File: config.mk
export PLATFORM = sky130hd
export DESIGN_NAME = path_trace
export DESIGN_NICKNAME = d
export VERILOG_FILES = /design/src/rtl/path_pkg.sv /design/src/rtl/path_stack.sv /design/src/rtl/path_trace.sv
export SDC_FILE = /design/constraint.sdc
export NUM_CORES = 1
export LEC_CHECK = 0
export BUFFER_PORTS_ARGS = -buffer_cell sky130_fd_sc_hd__buf_2
export CAP_MARGIN = 20
export CORE_MARGIN = 2
export CORE_UTILIZATION = 52
export DETAILED_ROUTE_END_ITERATION = 16
export PLACE_DENSITY = 0.74
export SLEW_MARGIN = 10
export SYNTH_ARGS = -nofsm -noshare
export SYNTH_HDL_FRONTEND = slang
export SYNTH_SLANG_ARGS = --single-unit
File: constraint.sdc
create_clock -name clk -period 3.25 [get_ports clk]
set_input_delay 0.4875 -clock clk [delete_from_list [all_inputs] [get_ports clk]]
set_output_delay 0.4875 -clock clk [all_outputs]
set_load 0.02 [all_outputs]
File: src/rtl/path_pkg.sv
// path_pkg: shared defaults, invalid-node marker and FSM state type for the path tracer
package path_pkg;
  localparam int NUM_NODES = 26;
  localparam int NODE_W = 5;
  localparam int MAX_LEN = 26;
  localparam int INVALID_NODE = 31;
  typedef enum logic [1:0] {IDLE, TRACE, EMIT} state_t;
endpackage

File: src/rtl/path_stack.sv
// path_stack: LIFO of node indices (push/pop/sync clear, top/full/empty/count), async active-low reset
module path_stack import path_pkg::*; #(
  parameter int DEPTH = MAX_LEN,
  parameter int W = NODE_W,
  parameter int CW = $clog2(DEPTH + 1),
  parameter int AW = $clog2(DEPTH)
) (
  input  logic          clk,
  input  logic          rst_n,
  input  logic          clr,
  input  logic          push,
  input  logic          pop,
  input  logic [W-1:0]  din,
  output logic [W-1:0]  top,
  output logic          full,
  output logic          empty,
  output logic [CW-1:0] count
);
  logic [W-1:0] mem [DEPTH];
  assign full = count == CW'(DEPTH);
  assign empty = count == '0;
  assign top = empty ? '0 : mem[AW'(count - 1'b1)];
  always_ff @(posedge clk)
    if (push && !full) mem[AW'(count)] <= din;
  always_ff @(posedge clk or negedge rst_n)
    if (!rst_n) count <= '0;
    else if (clr) count <= '0;
    else if (push && !full) count <= count + 1'b1;
    else if (pop && !empty) count <= count - 1'b1;
endmodule

File: src/rtl/path_trace.sv
// path_trace: walks snapshot prev_node from end_node back to st_node, streams path source-first on out_valid/out_ready with out_last/done/err; PATH_TRACE_HOPCOUNT_EN adds hop_count
module path_trace #(
  parameter int NUM_NODES = path_pkg::NUM_NODES,
  parameter int NODE_W = path_pkg::NODE_W,
  parameter int MAX_LEN = path_pkg::MAX_LEN
) (
  input  logic                        clk,
  input  logic                        rst_n,
  input  logic                        start,
  input  logic [NODE_W-1:0]           st_node,
  input  logic [NODE_W-1:0]           end_node,
  input  logic [NUM_NODES*NODE_W-1:0] prev_node,
  input  logic                        out_ready,
`ifdef PATH_TRACE_HOPCOUNT_EN
  output logic [NODE_W-1:0]           hop_count,
`endif
  output logic                        busy,
  output logic                        out_valid,
  output logic [NODE_W-1:0]           out_node,
  output logic                        out_last,
  output logic                        done,
  output logic                        err
);
  import path_pkg::*;
  localparam int CW = $clog2(MAX_LEN + 1);
  state_t state;
  logic [NUM_NODES*NODE_W-1:0] prev_r;
  logic [NODE_W-1:0] st_r, cur, nxt;
  logic [CW-1:0] cnt;
  logic full, empty, hit, fail, bad_start;
  assign nxt = prev_r[int'(cur)*NODE_W +: NODE_W];
  assign hit = cur == st_r;
  assign fail = !hit && (int'(nxt) >= NUM_NODES || cnt == CW'(MAX_LEN - 1));
  assign bad_start = int'(st_node) >= NUM_NODES || int'(end_node) >= NUM_NODES;
  assign busy = state != IDLE;
  assign out_valid = state == EMIT && !empty;
  assign out_last = out_valid && cnt == CW'(1);
  path_stack #(.DEPTH(MAX_LEN), .W(NODE_W), .CW(CW)) u_stack (
    .clk(clk),
    .rst_n(rst_n),
    .clr((state == IDLE && start) || (state == TRACE && fail)),
    .push(state == TRACE && !full),
    .pop(out_valid && out_ready),
    .din(cur),
    .top(out_node),
    .full(full),
    .empty(empty),
    .count(cnt)
  );
  always_ff @(posedge clk or negedge rst_n)
    if (!rst_n) begin
      state <= IDLE;
      prev_r <= '0;
      st_r <= '0;
      cur <= '0;
      done <= 1'b0;
      err <= 1'b0;
    end else begin
      done <= 1'b0;
      err <= 1'b0;
      case (state)
        IDLE: if (start) begin
          err <= bad_start;
          state <= bad_start ? IDLE : TRACE;
          prev_r <= prev_node;
          st_r <= st_node;
          cur <= end_node;
        end
        TRACE: if (hit) state <= EMIT;
        else if (fail) begin
          err <= 1'b1;
          state <= IDLE;
        end else cur <= nxt;
        EMIT: if (out_ready && out_last) begin
          done <= 1'b1;
          state <= IDLE;
        end
        default: state <= IDLE;
      endcase
    end
`ifdef PATH_TRACE_HOPCOUNT_EN
  always_ff @(posedge clk or negedge rst_n)
    if (!rst_n) hop_count <= '0;
    else if (state == IDLE && start && !bad_start) hop_count <= '0;
    else if (state == TRACE && hit) hop_count <= NODE_W'(cnt);
`endif
endmodule

=== Word level (Yosys, flattened, before mapping) ===
Memories as Yosys holds them, arrays and structs flattened.
Cells that the tools add are included.

* Latch bits: 0
* Bits in registers: 149
* Bits in writable memories: 130
* Bits of input ports: 144
* Output and inout bits: 10
* Memory bits (read-only): 0
* Logic and storage cells: 72
* Memories kept: 1

{| class="wikitable"
|+ Memories
! name !! words !! bits a word !! rd ports !! clocked after memory_dff !! wr ports !! RTL line !! RTL
|-
| u_stack.mem || 26 || 5 || 1 || 0 || 1 || path_stack.sv:19 || <nowiki>logic [W-1:0] mem [DEPTH];</nowiki>
|}

* Multiply operators: 1
* Divide/modulo/power cells: 0
* Bitwise logic cells: 0
* Eq/ne operators: 11
* Shifts and indexed selects: 1
* $lt $le $gt $ge: 3
* Reductions and logical operators: 24
* Mux-type cells: 22
* Add/sub/neg operators: 2

{| class="wikitable"
|+ Operators with widths
! cell !! number
|-
| $shiftx A130 B9 Y5 || 1
|-
| $mux W5 || 7
|-
| $ge A5 B5 Y1 const B || 3
|-
| $eq A5 B5 Y1 const B || 2
|-
| $logic_and A1 B1 Y1 || 10
|-
| $pmux W5 S2 || 1
|-
| $mul A5 B3 Y8 const B || 1
|-
| $mux W1 || 8
|-
| $mux W2 || 4
|-
| $ne A2 B2 Y1 const B || 3
|-
| $pmux W2 S3 || 1
|-
| $add A5 B1 Y5 const B || 1
|-
| $eq A5 B1 Y1 const B || 1
|-
| $eq A5 B5 Y1 || 1
|-
| $logic_not A5 Y1 || 1
|-
| $sub A5 B1 Y5 const B || 1
|-
| $reduce_and A4 Y1 || 1
|-
| $reduce_bool A2 Y1 || 2
|-
| $logic_not A1 Y1 || 3
|-
| $logic_or A1 B1 Y1 || 3
|-
| $ne A3 B3 Y1 const B || 1
|-
| $reduce_and A3 Y1 || 1
|-
| $reduce_bool A3 Y1 || 1
|-
| $eq A2 B1 Y1 const B || 1
|-
| 5 further kinds || 5
|}

=== Longest topological paths before layout ===
Gate-level depths: netlist (run 1).

* Depth after elaboration: 8
* Mapped depth: 12
* Mapped depth without buffers: 9

=== Cells and area by module ===
Synthesis (run 1) repeated with hierarchy kept, for this count alone.

* Cell total of the unflattened synthesis: 1127
* Area, all modules: 12554.5 um2

{| class="wikitable"
|+ Modules (own cells, without submodules)
! module !! times used !! area each (um2) !! cells each
|-
| path_trace || 1 || 6859.1 || 757
|-
| path_stack || 1 || 5695.5 || 370
|}

=== Worst setup path before layout (run 1) ===
OpenSTA, ideal clock, no wires.

* Path type: flip-flop to output port
* Start: reg u_stack.count[0]
* End: out out_node[0]
* Path slack: -0.362 ns
* Path buffers: 5
* Stages on the path, launching flop included: 12
* Arrival: 3.124 ns
* Data required time: 2.762 ns
* Cell sequence: dfrtp_1 -> buf_2 -> buf_2 -> clkbuf_1 -> inv_1 -> ha_1 -> clkbuf_1 -> clkbuf_1 -> mux4_2 -> mux4_2 -> a21oi_1 -> nor2_1

* Cells in the longest elaborated chain, start to end: 3
* Elaborated cells on any way between the ends: 4
* Classes of those cells: 1 x add/sub; 1 x mux; 1 x reduce/logical; 1 x memory

{| class="wikitable"
|+ RTL lines
! element !! RTL line !! RTL
|-
| from (decl) || path_stack.sv:17 || <nowiki>output logic [CW-1:0] count</nowiki>
|-
| from (signal assigned) || path_stack.sv:28 || <nowiki>else if (push && !full) count <= count + 1'b1;</nowiki>
|-
| from (signal assigned) || path_stack.sv:29 || <nowiki>else if (pop && !empty) count <= count - 1'b1;</nowiki>
|-
| $sub A5 B1 Y5 || path_stack.sv:22 || <nowiki>assign top = empty ? '0 : mem[AW'(count - 1'b1)];</nowiki>
|-
| $mem_v2 Z26 W5 || - ||
|-
| $mux W5 * || path_stack.sv:22 ||
|-
| to (decl) || path_trace.sv:19 || <nowiki>output logic [NODE_W-1:0] out_node,</nowiki>
|}

Every way passes the cells marked *; elsewhere a longest branch is shown, timed or not.

=== Final worst setup path (run 1) ===
* Start: reg u_stack.count[0]
* End: out out_node[4]

Same word-level chain as after synthesis.

==> impl_metrics.yaml, run 1 <==
cts:
  numClockSinks: 279
  cts_inserted_buffers: 28
  clk_pin_slew_worst_paths_ns: 0.06
  clk_path_buf_depth: 3
  cts_tree: "done"
  clkLatencyLatePin_ns: 0.54
  clock-root-buffer: "clkbuf_16"
  htree_levels: 1
sta:
  fmax_mhz: 315
  setup_violations: 0
  fin_worst_skew_ns: 0.00652
  setup_tns_ns: 0
  hold_viol: 0
  worst_pin_slew_ns: 0.798
  maxSlewViolCount: 0
  post-route-period-util_pct: 97.8
  rsz0062_at_grt: "no"
  slew_headroom_pct: 46.4
  holdWs_ns: 0.138
  fin_crit_ns: 3.18
floorplan:
  die_w_microns: 158
  dieArea_sq_um: 25000
  dieHeight_microns: 158
  start_util_pct: 52.8
  io_pins: 154
  rows: 56
  coreArea_sq_um: 23400
critical_path:
  r2r_slack_ns: 0.41
  worstSetupPathType: "reg -> out"
  cp-end-kind: "primary output"
  timing.rr.start: "cur[1]"
  r2r_end: "cur[0]"
  r2r_cells: 8
  critical_path_required_ns: 2.76
  crit_fanout: 23
  worst-endpoint-arrival_ns: 2.69
  endpoint: "out_node[4]"
  setup.worst_path.start: "u_stack.count[0]"
  start_kind: "flop"
global_routing:
  grtUsageTotal_pct: 24.3
  grt_pass1_vias: 8596
  grt_max_degree: 84
  antenna_found_initial: 1
  grt.overflow.total: 0
  grt_pass1_wl_microns: 46400
final_layout:
  final_common_cell: "nand2_1"
  area_delta_synth_final_pct: 18.1
  final_cell_mix: "nand2_1 (440), buf_2 (152), dfrtp_1 (145)"
  layout.cells.non_filler: 1576
  drive_above_1_share_pct: 24.3
  final_area_sq_um: 14600
  final_nets: 1383
run_status:
  outcome: "finished, final reports clean"
logic_synthesis:
  synth_flop_cell: "dfrtp_1"
  syn_nets: 1229
  synthArstFlopShare_pct: 53.4
  ys_ff_latch: 279
  synth-seq-area-share_pct: 61.8
  avgSynthCellArea_sq_um: 11.4
  synth-edff-count: 130
  ys_types: 52
  ys.warnings.count: 0
  syn_area_sq_um: 12400
  synthCells: 1080
detailed_routing:
  wire_per_inst_microns: 18.8
  via_count: 8666
  wl_microns: 29700
  drt_iter0_markers: 733
  drc: 0
  drt-pass1-iter-count: 5
  routed_via_density: 5.50
  ant_nets: 0
placement:
  hpwl_microns: 20500
  dp_cells: 1520
  place_congestion: 0.942
  placed_area_sq_um: 13500
  portBuffers: 153
power:
  p_per_area_nw_per_um2: 1040
  vdd_drop_max_v: 0.000548
  power.leakage_nw: 6.55
flow_run:
  cap_violations: 0
min_path:
  hold_start: "prev_node[109]"
  hold_class: "in -> reg"
[through the flow]
stage | utilization (%) | power [mW] | setup slack, ns
after floorplan | - | 9.88 | 0.00705
after global placement | 57.9 | 11.5 | 0.490
after detailed placement | 57.9 | 11.7 | 0.375
after CTS | 62.1 | 15.0 | 0.00719
after global routing | 62.3 | 16.0 | 0.00306
final | 62.3 | 15.1 | 0.0717
[registers in the layout, summed over array words and instances, names as in the netlist]
register	count
u_stack.mem	130
st_r	5
state	2
u_stack.count	5
done	1
prev_r	130
err	1
cur	5
[worst min-delay path by stage]
stage	end	slack, ns	depth (start not counted)
final	prev_r[109]	0.14	3
after global routing	prev_r[6]	0.13	3
after CTS	prev_r[6]	0.12	3
after detailed placement	prev_r[47]	0.46	2
after global placement	prev_r[66]	0.45	2
after floorplan	cur[0]	0.19	0
[kinds of logic (layout without fill, tap and decap cells)]
group / after synthesis / count (layout) / synth area share (%)
AOI/OAI and AO/OA: 68 / 68 / 3.98
other: 0 / 1 / 0
adders and majority gates: 5 / 5 / 0.506
DFF: 279 / 279 / 61.8
muxes: 92 / 92 / 12.3
buffers and inverters: 71 / 247 / 2.55
xor gates and xnor gates: 11 / 11 / 0.780
and+or+nand+nor: 554 / 554 / 18.1
[per-layer routing]
metal	part of all wire, %	track usage [%]	vias up	routed length, microns
li1	-	-	4023	-
met1	41	33.5	4272	12300
met2	49	40.5	322	14700
met3	6.8	4.43	49	2030
met4	2.4	5.92	0	710
met5	0	0	-	0
[where the power goes]
group	switching [mW]	leakage, nW	internal (mW)	total (mW)
combinational	3.59	3.08	2.65	6.24
sequential	0.709	3.02	4.96	5.67
clock	1.30	0.460	1.90	3.20
total	5.59	6.55	9.52	15.1
[cells in the mapped netlist (all sizes together) (3+ instances only)]
cell type / n / area (sq um)
nand2b: 12 / 75.1
nand4: 5 / 31.3
nor2b: 13 / 81.3
mux4: 46 / 1040
a311oi: 8 / 70.1
xnor2: 5 / 43.8
a221oi: 5 / 43.8
dfrtp: 149 / 3730
clkbuf: 46 / 173
mux2i: 39 / 390
o211ai: 3 / 22.5
nor3: 12 / 60.1
inv: 8 / 30.0
buf: 17 / 113
o22ai: 4 / 31.3
nor3b: 3 / 22.5
edfxtp: 130 / 3900
nand2: 441 / 1660
o21ai: 7 / 38.8
a211oi: 7 / 52.6
ha: 5 / 62.6
xor2: 6 / 52.6
mux2: 7 / 90.1
a31oi: 5 / 37.5
nand3: 13 / 65.1
a21oi: 16 / 83.8
nor2: 45 / 169
[critical path, cell delays in order, from the launching register on]
cell and delay, ns:
dfrtp_2 0.40, inv_2 0.09, ha_4 0.29, buf_12 0.18, mux4_2 0.33, mux4_2 0.50, a21oi_1 0.16, nor2_1 0.05
buf_2 0.15
[layout make-up]
type / count / area [sq um]
well taps: 319 / 399
clock buffers: 42 / 825
inverters: 8 / 30.0
fillers: 1855 / 8810
diodes: 1 / 2.50
clock inverters: 10 / 98.8
flip-flops and latches: 279 / 7640
multi-input cells: 730 / 4490
repair buffers: 187 / 1110
[what timing repair did]
item,4_1_cts,5_1_grt
hold buffers,1,0
buffers inserted,1,1
gates resized for setup,9,10
hold endpoints to repair,61,0
setup endpoints to repair,5,5
pin swaps,1,2
Note: power is estimated with default switching activity, not from simulation.
==> run 2, diff against run 1 <==
--- a/config.mk
+++ b/config.mk
@@ -8,10 +8,11 @@
 export BUFFER_PORTS_ARGS = -buffer_cell sky130_fd_sc_hd__buf_2
 export CAP_MARGIN = 20
 export CORE_MARGIN = 2
-export CORE_UTILIZATION = 52
+export CORE_UTILIZATION = 53
 export DETAILED_ROUTE_END_ITERATION = 16
-export PLACE_DENSITY = 0.74
-export SLEW_MARGIN = 10
+export PLACE_DENSITY = 0.75
+export SLEW_MARGIN = 15
 export SYNTH_ARGS = -nofsm -noshare
 export SYNTH_HDL_FRONTEND = slang
+export SYNTH_HIERARCHICAL = 1
 export SYNTH_SLANG_ARGS = --single-unit
==> impl_metrics.yaml, run 2 <==
logic_synthesis:
  synth_flop_cell: "dfrtp_1"
  syn_nets: 1275
  ys_ff_latch: 279
  avgSynthCellArea_sq_um: 11.1
  ys.warnings.count: 6
  ys_types: 70
  synth.area.top_cells: "edfxtp_1 (31%), dfrtp_1 (30%), nand2_1 (14%)"
  yosysMostFrequentCell: "nand2_1"
  yosys-top-cells-count: "nand2_1 (476), dfrtp_1 (149), edfxtp_1 (130), nor2_1 (44), clkbuf_1 (36)"
  synth-seq-area-share_pct: 60.8
  synthCells: 1127
  synth_top_area_share_pct: 31.1
  yosysTopAreaCell: "edfxtp_1"
  syn_area_sq_um: 12600
  synthArstFlopShare_pct: 53.4
  synth-edff-count: 130
cts:
  post-cts-setup-buffers: 0
  cts_tree: "done"
  clock-root-buffer: "clkbuf_16"
  cts_inserted_buffers: 28
  numClockSinks: 279
  clkLatencyLatePin_ns: 0.54
  clk_pin_slew_worst_paths_ns: 0.06
  htree_levels: 1
  clk_path_buf_depth: 3
  cts_hold_buf: 0
floorplan:
  dieArea_sq_um: 24900
  io_pins: 154
  start_util_pct: 53.8
  rows: 56
  die_w_microns: 158
  coreArea_sq_um: 23300
  dieHeight_microns: 158
critical_path:
  critical_path_required_ns: 2.76
  r2r_cells: 8
  start_kind: "flop"
  r2r_slack_ns: 0.21
  timing.rr.start: "cur[0]"
  worstSetupPathType: "reg -> out"
  crit_fanout: 31
  worst-endpoint-arrival_ns: 2.67
  r2r_end: "u_stack/count[0]"
  cp-end-kind: "primary output"
final_layout:
  biggestRegsByFlops: "prev_r x130, u_stack/mem x130"
  drive_above_1_share_pct: 23.8
  final_nets: 1429
  final_util_pct: 63.0
  layout.cells.non_filler: 1623
  fillers: 1835
  area_delta_synth_final_pct: 17.1
  final_cell_mix: "nand2_1 (475), buf_2 (152), dfrtp_1 (143)"
  final_common_cell: "nand2_1"
detailed_routing:
  wl_microns: 30200
  routed_via_density: 5.53
  via_count: 8975
  ant_nets: 0
  drc: 0
  wire_per_inst_microns: 18.6
  drt_iter0_markers: 801
  drt-pass1-iter-count: 5
sta:
  holdWs_ns: -0.0225
  maxSlewViolCount: 0
  fin_crit_ns: 3.15
  hold_viol: 9
  fmax_mhz: 317
  post-route-period-util_pct: 97.0
  setup_violations: 0
  slew_headroom_pct: 37.4
  fin_worst_skew_ns: 0.0103
  rsz0062_at_grt: "yes"
  worst_pin_slew_ns: 0.938
global_routing:
  grt_pass1_wl_microns: 48000
  grt_max_degree: 86
  grt.overflow.total: 0
  grt_busiest_layer: "met2"
  met1_usage_pct: 34.5
  gr-usage-met3_pct: 4.22
  grt_pass1_vias: 9065
  grtUsageTotal_pct: 25.1
  grtUsageMet2_pct: 41.1
  antenna_found_initial: 1
power:
  p_per_area_nw_per_um2: 477
  total_power_mw: 7.01
  vdd_drop_max_v: 0.000347
  power.leakage_nw: 6.96
flow_run:
  cap_violations: 0
placement:
  dp_cells: 1570
  portBuffers: 153
  place_congestion: 0.945
  hpwl_microns: 20900
run_status:
  outcome: "complete, but fails checks"
  failed_checks: "hold timing"
min_path:
  hold_class: "in -> async"
[run 2: how the worst max path moves through the flow]
stage	startpoint	endpoint	slack, ns	depth (start not counted)
floorplan	u_stack/count[0]	out_node[3]	0.01	10
global placement	cur[0]	u_stack/count[0]	0.30	8
detailed placement	cur[0]	u_stack/count[0]	0.22	8
CTS	u_stack/count[1]	out_node[4]	0.001	8
global route	u_stack/count[1]	out_node[3]	-0.03	9
finish	u_stack/count[1]	out_node[1]	0.1	8
[run 2: cell type report]
type	instances	area, sq um	share of cell area [%]
sequential	279	7640	52.0
multi-input combinational	775	4610	31.4
timing repair buffer	188	1090	7.41
clock buffer	42	825	5.61
tap	319	399	2.72
clock inverter	10	96.3	0.655
inverter	9	33.8	0.230
antenna	1	2.50	0.0170
[run 2: worst max-delay path: stages (launching register included)]
cell and delay, ns:
dfrtp_2 0.46, inv_1 0.15, ha_4 0.22, xor2_2 0.19
buf_12 0.24, mux4_2 0.35, o221ai_2 0.24, nand3_1 0.10
buf_2 0.16
[run 2: through the flow]
stage | TNS, ns | setup WS [ns] | instance area, sq um
after global routing | -0.0576 | -0.0269 | 14700
after detailed placement | 0 | 0.221 | 13700
after global placement | 0 | 0.298 | 13700
final | 0 | 0.0971 | 14700
after floorplan | 0 | 0.0117 | 12600
after CTS | 0 | 0.00107 | 14700
[run 2: routing by layer]
| metal | up-vias | share of wire [%] |
|---|---|---|
| met5 | - | 0 |
| met4 | 0 | 3.4 |
| met3 | 69 | 7.2 |
| met2 | 400 | 48 |
| met1 | 4307 | 41 |
| li1 | 4199 | - |
[run 2: timing repair]
action,4_1_cts,5_1_grt
setup endpoints to repair,5,6
gates resized for setup,6,7
pin swaps,0,1
[run 2: cells by family (layout without fill, tap and decap cells)]
family | after synthesis | count (layout) | share of synthesized area, %
XOR/XNOR | 13 | 13 | 0.967
AND/OR/NAND/NOR | 601 | 601 | 19.7
buffers and inverters | 73 | 249 | 2.96
adder cells (fa/ha/maj) | 4 | 4 | 0.399
flip-flops | 279 | 279 | 60.8
multiplexers | 77 | 77 | 10.3
AO/OA/AOI/OAI | 80 | 80 | 4.85
other | 0 | 1 | 0
[run 2: where the power goes]
group          switching (mW)  internal (mW)
Combinational          0.0740         0.0663
Clock                    1.30           1.90
Sequential                  0           3.67
